$ cat src/rtl/load_store_unit.sv
// load_store_unit: byte-serial big-endian load/store sequencer; MISALIGN_TRAP_EN traps misaligned half/word instead of force-aligning
module load_store_unit #(
  parameter int ADDRESS_LENGTH = 14
) (
  input  logic                      clk,
  input  logic                      rst,
  input  logic                      req_valid,
  output logic                      req_ready,
  input  logic                      req_write,
  input  logic [1:0]                req_size,
  input  logic                      req_signed,
  input  logic [ADDRESS_LENGTH-1:0] req_addr,
  input  logic [31:0]               req_wdata,
  output logic                      resp_valid,
  output logic [31:0]               resp_rdata,
  output logic                      resp_err,
  output logic [ADDRESS_LENGTH-1:0] mem_addr,
  output logic                      mem_we,
  output logic [7:0]                mem_wdata,
  input  logic [7:0]                mem_rdata
);
  typedef enum logic [1:0] {IDLE, ACCESS, RESP} state_t;
  state_t state, state_next;
  logic [1:0] k, last, n_last;
  logic write, sgn, trap;
  logic [31:0] wbuf, rbuf, wload, full, ext;
  logic [ADDRESS_LENGTH-1:0] addr, base;
  // decode the incoming request: byte count, aligned base, left-justified store field, trap
  always_comb begin
    n_last = req_size[1] ? 2'd3 : req_size[0] ? 2'd1 : 2'd0;
    base = req_size[1] ? {req_addr[ADDRESS_LENGTH-1:2], 2'b00} :
           req_size[0] ? {req_addr[ADDRESS_LENGTH-1:1], 1'b0} : req_addr;
    wload = req_size[1] ? req_wdata : req_size[0] ? {req_wdata[15:0], 16'h0} : {req_wdata[7:0], 24'h0};
`ifdef MISALIGN_TRAP_EN
    trap = (req_size == 2'b01 && req_addr[0]) || (req_size[1] && req_addr[1:0] != 2'b00);
`else
    trap = 1'b0;
`endif
  end
  // assemble the final load value from the shifted-in bytes and extend it
  always_comb begin
    full = {rbuf[23:0], mem_rdata};
    ext = last == 2'd0 ? {sgn ? {24{full[7]}} : 24'h0, full[7:0]} :
          last == 2'd1 ? {sgn ? {16{full[15]}} : 16'h0, full[15:0]} : full;
  end
  // state register
  always_ff @(posedge clk)
    state <= rst ? IDLE : state_next;
  // next-state logic
  always_comb begin
    state_next = state;
    case (state)
      IDLE:    state_next = req_valid ? (trap ? RESP : ACCESS) : IDLE;
      ACCESS:  state_next = k == last ? RESP : ACCESS;
      default: state_next = IDLE;
    endcase
  end
  // request latch, byte walker and response register
  always_ff @(posedge clk) begin
    if (rst) begin
      k <= '0;
      last <= '0;
      write <= 1'b0;
      sgn <= 1'b0;
      addr <= '0;
      wbuf <= '0;
      rbuf <= '0;
      resp_rdata <= '0;
      resp_err <= 1'b0;
    end else if (state == IDLE && req_valid) begin
      k <= '0;
      last <= n_last;
      write <= req_write;
      sgn <= req_signed;
      addr <= base;
      wbuf <= wload;
      rbuf <= '0;
      resp_err <= trap;
      if (trap) resp_rdata <= '0;
    end else if (state == ACCESS) begin
      rbuf <= full;
      if (k == last) resp_rdata <= write ? 32'h0 : ext;
      else begin
        k <= k + 2'd1;
        addr <= addr + 1'b1;
        wbuf <= wbuf << 8;
      end
    end
  end
  assign req_ready = state == IDLE && !rst;
  assign resp_valid = state == RESP && !rst;
  assign mem_we = state == ACCESS && write && !rst;
  assign mem_addr = addr;
  assign mem_wdata = wbuf[31:24];
endmodule

$ cat config.mk
export PLATFORM = sky130hd
export DESIGN_NAME = load_store_unit
export DESIGN_NICKNAME = d
export VERILOG_FILES = /design/src/rtl/load_store_unit.sv
export SDC_FILE = /design/constraint.sdc
export NUM_CORES = 1
export LEC_CHECK = 0
export ABC_AREA = 1
export CAP_MARGIN = 10
export CORE_MARGIN = 10
export CORE_UTILIZATION = 39
export CTS_BUF_LIST = sky130_fd_sc_hd__clkbuf_4
export CTS_CLUSTER_DIAMETER = 100
export DETAILED_ROUTE_END_ITERATION = 10
export HOLD_SLACK_MARGIN = 0.05
export PLACE_DENSITY = 0.66
export SYNTH_ARGS = -nofsm -noshare
export SYNTH_HDL_FRONTEND = slang
export SYNTH_SLANG_ARGS = --single-unit
$ cat constraint.sdc
create_clock -name clk -period 2.3 [get_ports clk]
set_input_delay 0.46 -clock clk [delete_from_list [all_inputs] [get_ports clk]]
set_output_delay 0.46 -clock clk [all_outputs]
set_load 0.05 [all_outputs]
Yosys cells after proc, flatten, opt, wreduce, memory -nomap -nowiden --
Index checks and enable logic that the tools add are counted.
Cells by class: $add $sub $neg 2, eq/ne operators 5, muxes and demuxes 20, bitwise logic cells 2, reduce and logical (&&, ||, !) cells 13
Operators with widths (count):
- 2-to-1 mux 32 bit | 8
- 2-to-1 mux 14 bit | 3
- 2-to-1 mux 24 bit | 1
- 2-to-1 mux 16 bit | 1
- adder 14 x 1 -> 14 bit (second input constant) | 1
- 2-to-1 mux 2 bit | 3
- logical AND 1 bit | 5
- == test 2 x 1 -> 1 bit (second input constant) | 2
- logical NOT 2 bit | 2
- one-hot mux 2 bit (2 select lines) | 1
- AND reduction 2 bit | 2
- 2-to-1 mux 1 bit | 3
- AND reduction 3 bit | 1
- adder 2 x 1 -> 2 bit (second input constant) | 1
- == test 2 bit | 1
- == test 2 bit (second input constant) | 1
- != test 2 x 1 -> 1 bit (second input constant) | 1
- NOT 1 bit | 2
- nonzero test 2 bit | 1
- OR reduction 2 bit | 1
- logical NOT 1 bit | 1
Storage, ports and cells: bits in registers 110, input bits 61, word-level logic and storage cells 51

Longest topological paths before layout --
depth after elaboration 4, depth in mapped cells 10, mapped depth without buffers 9

Worst setup path before layout --
No wires, ideal clock.
path kind register -> output, from register state[1], to output mem_we, data arrival time 1.846 ns, setup slack -0.006 ns, stages on the path, launching flop included 6, path through dfxtp_1 -> inv_1 -> nand2_1 -> buf_2 -> buf_1 -> nor3_1
Between the ends: cells in the longest elaborated chain, start to end 3
RTL lines:
- from (decl) | line 23 | state_t state, state_next;
- from (signal assigned) | line 48 | state <= rst ? IDLE : state_next;
- == test 2 x 1 -> 1 bit | line 92 | assign mem_we = state == ACCESS && write && !rst;
- logical AND 1 bit (2 in a row) | line 92
- to (decl) | line 18 | output logic mem_we,
No other way between the ends.

Final worst setup path --
from register addr[3], in the netlist mem_addr[3], to output mem_addr[3]
RTL lines:
- from (decl) | line 27 | logic [ADDRESS_LENGTH-1:0] addr, base;
- from (signal assigned) | line 75 | addr <= base;
- from (signal assigned) | line 85 | addr <= addr + 1'b1;
- to (decl) | line 17 | output logic [ADDRESS_LENGTH-1:0] mem_addr,
No word-level cell between the ends.

==> impl_metrics.yaml <==
place:
  dp_cells: 1063
  place_hpwl_mm: 11.10
  portBuffers: 117
  place_congestion: 0.8550
timing:
  post-route-min-period_ns: 2.226
  worst_pin_slew_ns: 0.5435
  slew_violations: 0
  final.setup.tns_ns: 0
  relSlewSlack_pct: 63.65
  clock_skew_ns: 0.02535
  setup_viol: 0
  rsz0062_at_grt: "false"
  min_period_over_period_pct: 96.80
  clock.fmax_mhz: 449.1
  finalHoldViolations: 0
worst_setup_path:
  crit_fanout: 4
  critPathRequiredTime_ns: 1.84
  crit_chain: "clkdlybuf4s50_1"
  critPathKind: "flip-flop to output port"
  crit_family: "buffers and inverters"
  crit_start: "mem_addr[3]"
  path_buf_inv: 1
  max_stage_delay_ns: 0.86
  cpMaxStageDelayCell: "clkdlybuf4s50_1"
  critPathCaptureType: "output port"
  cp-start-kind: "flip-flop"
  r2r_start: "last[1]"
  crit_arrival_ns: 1.77
clock_network:
  clockBufferDepth: 2
  clock_latency_ns: 0.48
  cts_root_buffer: "clkbuf_4"
  clk_pin_slew_worst_paths_ns: 0.18
  holdBufCountCts: 0
  cts_buffers: 9
  cts_setup_buffers: 0
  cts_tree: "yes"
  cts_htree_levels: 3
  clock-sinks: 110
routing:
  drt_iter0_markers: 346
  vias: 5271
  drc: 0
  dr.pass1.iters: 5
  totalWireLength_mm: 15.53
  vias_per_cell: 4.885
  wl_per_cell_um: 14.39
  postRouteAntennaNets: 0
synthesis:
  synth_area_leader_cell: "dfxtp_1"
  ys_seq_elements: 110
  synthTopCellsByArea: "dfxtp_1, nand2_1, a21oi_1, nand3_1, nor2_1"
  synthArstFlopShare_pct: 0
  ys_types: 26
  synthCells: 801
  seq_area_frac_synth_pct: 42.15
  yosys_warnings: 0
  avgSynthCellArea_sq_um: 6.523
  syn-num-nets: 863
  synth-edff-count: 0
  synthDominantCellAreaShare_pct: 42.15
  synthFlopType: "dfxtp_1"
  netlist_area_sq_um: 5225
die:
  row_count: 42
  die_area_sq_um: 18430
  dieWidth_um: 135.7
  start_util_pct: 39.61
  die_y_um: 135.7
  coreArea_sq_um: 13190
  io-pin-count: 119
final_layout:
  syn_to_final_growth_pct: 28.59
  drive_gt1_share_pct: 6.984
  fin_nets: 960
  layout_commonest_cell: "nand2_1"
  fin_cells: 1079
  final_cell_mix: "nand2_1, dfxtp_1, clkdlybuf4s50_1, nor2_1, a21oi_1"
flow_run:
  maxCapViolations: 0
power:
  vdd_drop_max_uv: 276.6
  powerDensity_nw_per_um2: 695.6
  cellLeakagePower_uw: 0.002737
global_routing:
  grt_pass1_wl_mm: 25.13
  grt_use_total_pct: 16.71
  grt.overflow.total: 0
  grt_max_degree: 42
  first_global_vias: 4855
  antenna_found_initial: 1
worst_hold_path:
  hp-class: "primary input to flip-flop"
  worstHoldStart: "rst"
status:
  status: "completed"
==> timing repair <==
| item | 4_1_cts | 5_1_grt |
|---|---|---|
| pin swaps | 0 | 0 |
| gates resized for setup | 1 | 7 |
| setup endpoints to repair | 1 | 6 |
==> power breakdown <==
part	leakage (uW)	switching, uW	internal [uW]
combinational	0.00175	900	494
clock	0.0000864	680	448
sequential	0.000896	111	2040
==> final timing paths <==
path | to | slack (ns) | cells past startpoint
setup / recovery | mem_addr[3] | 0.07 | 1
hold / removal | resp_rdata[23] | 0.34 | 2
setup reg to reg | wbuf[19] | 0.47 | 9
hold reg to reg | wbuf[6] | 0.47 | 2
==> metal layers <==
metal,global-route usage [%],share of wire [%]
met1,22.61,47
met2,25.22,45
met3,4.340,6.8
met4,5.443,1.5
met5,0,0
==> cell families after synthesis <==
family,share of synthesized area (%)
AND/OR/NAND/NOR,37.26
XOR/XNOR,0.3353
adder cells (fa/ha/maj),0.2394
flip-flops,42.15
buffers and inverters,8.214
other,0.07177
AO/OA/AOI/OAI,11.73
==> through the flow <==
stage          total power, uW  hold slack, ns  util (%)  instance area, sq um  worst slack, ns
2_1_floorplan             3120          0.4394         -                  5230           0.1036
3_3_place_gp              3585          0.4518     49.54                  6535           0.1490
3_5_place_dp              3594          0.4520     49.54                  6535           0.1614
4_1_cts                   4713          0.2922     50.75                  6694         0.002769
5_1_grt                   4937          0.3032     50.92                  6716         0.005371
6_report                  4674          0.3359     50.94                  6719          0.07350
==> synth_stat cells, types with 3 or more instances <==
library cell	count
o21ai_0	19
dfxtp_1	110
buf_4	14
nand3_1	77
inv_1	32
a21boi_0	4
o21ai_1	10
a21oi_1	86
buf_2	25
nand4_1	6
clkbuf_1	13
inv_2	4
or2_2	8
nor2_1	97
nand2_2	5
or2_0	3
nor3_1	3
nand2_1	273
==> flip-flops by register name, summed over array words and instances (netlist names) <==
register / count
wbuf: 32
resp_rdata: 32
state: 2
sgn: 1
k: 2
rbuf: 24
mem_addr: 14
last: 2
write: 1
==> layout make-up <==
class,count,area [sq um]
diodes,1,2.502
clock buffers,9,67.56
clock inverters,6,92.59
fillers,1384,6471
inverters,38,146.4
multi-input cells,599,2608
flip-flops and latches,110,2202
well taps,176,220.2
repair buffers,140,1380
Note: power is estimated with default switching activity, not from simulation.
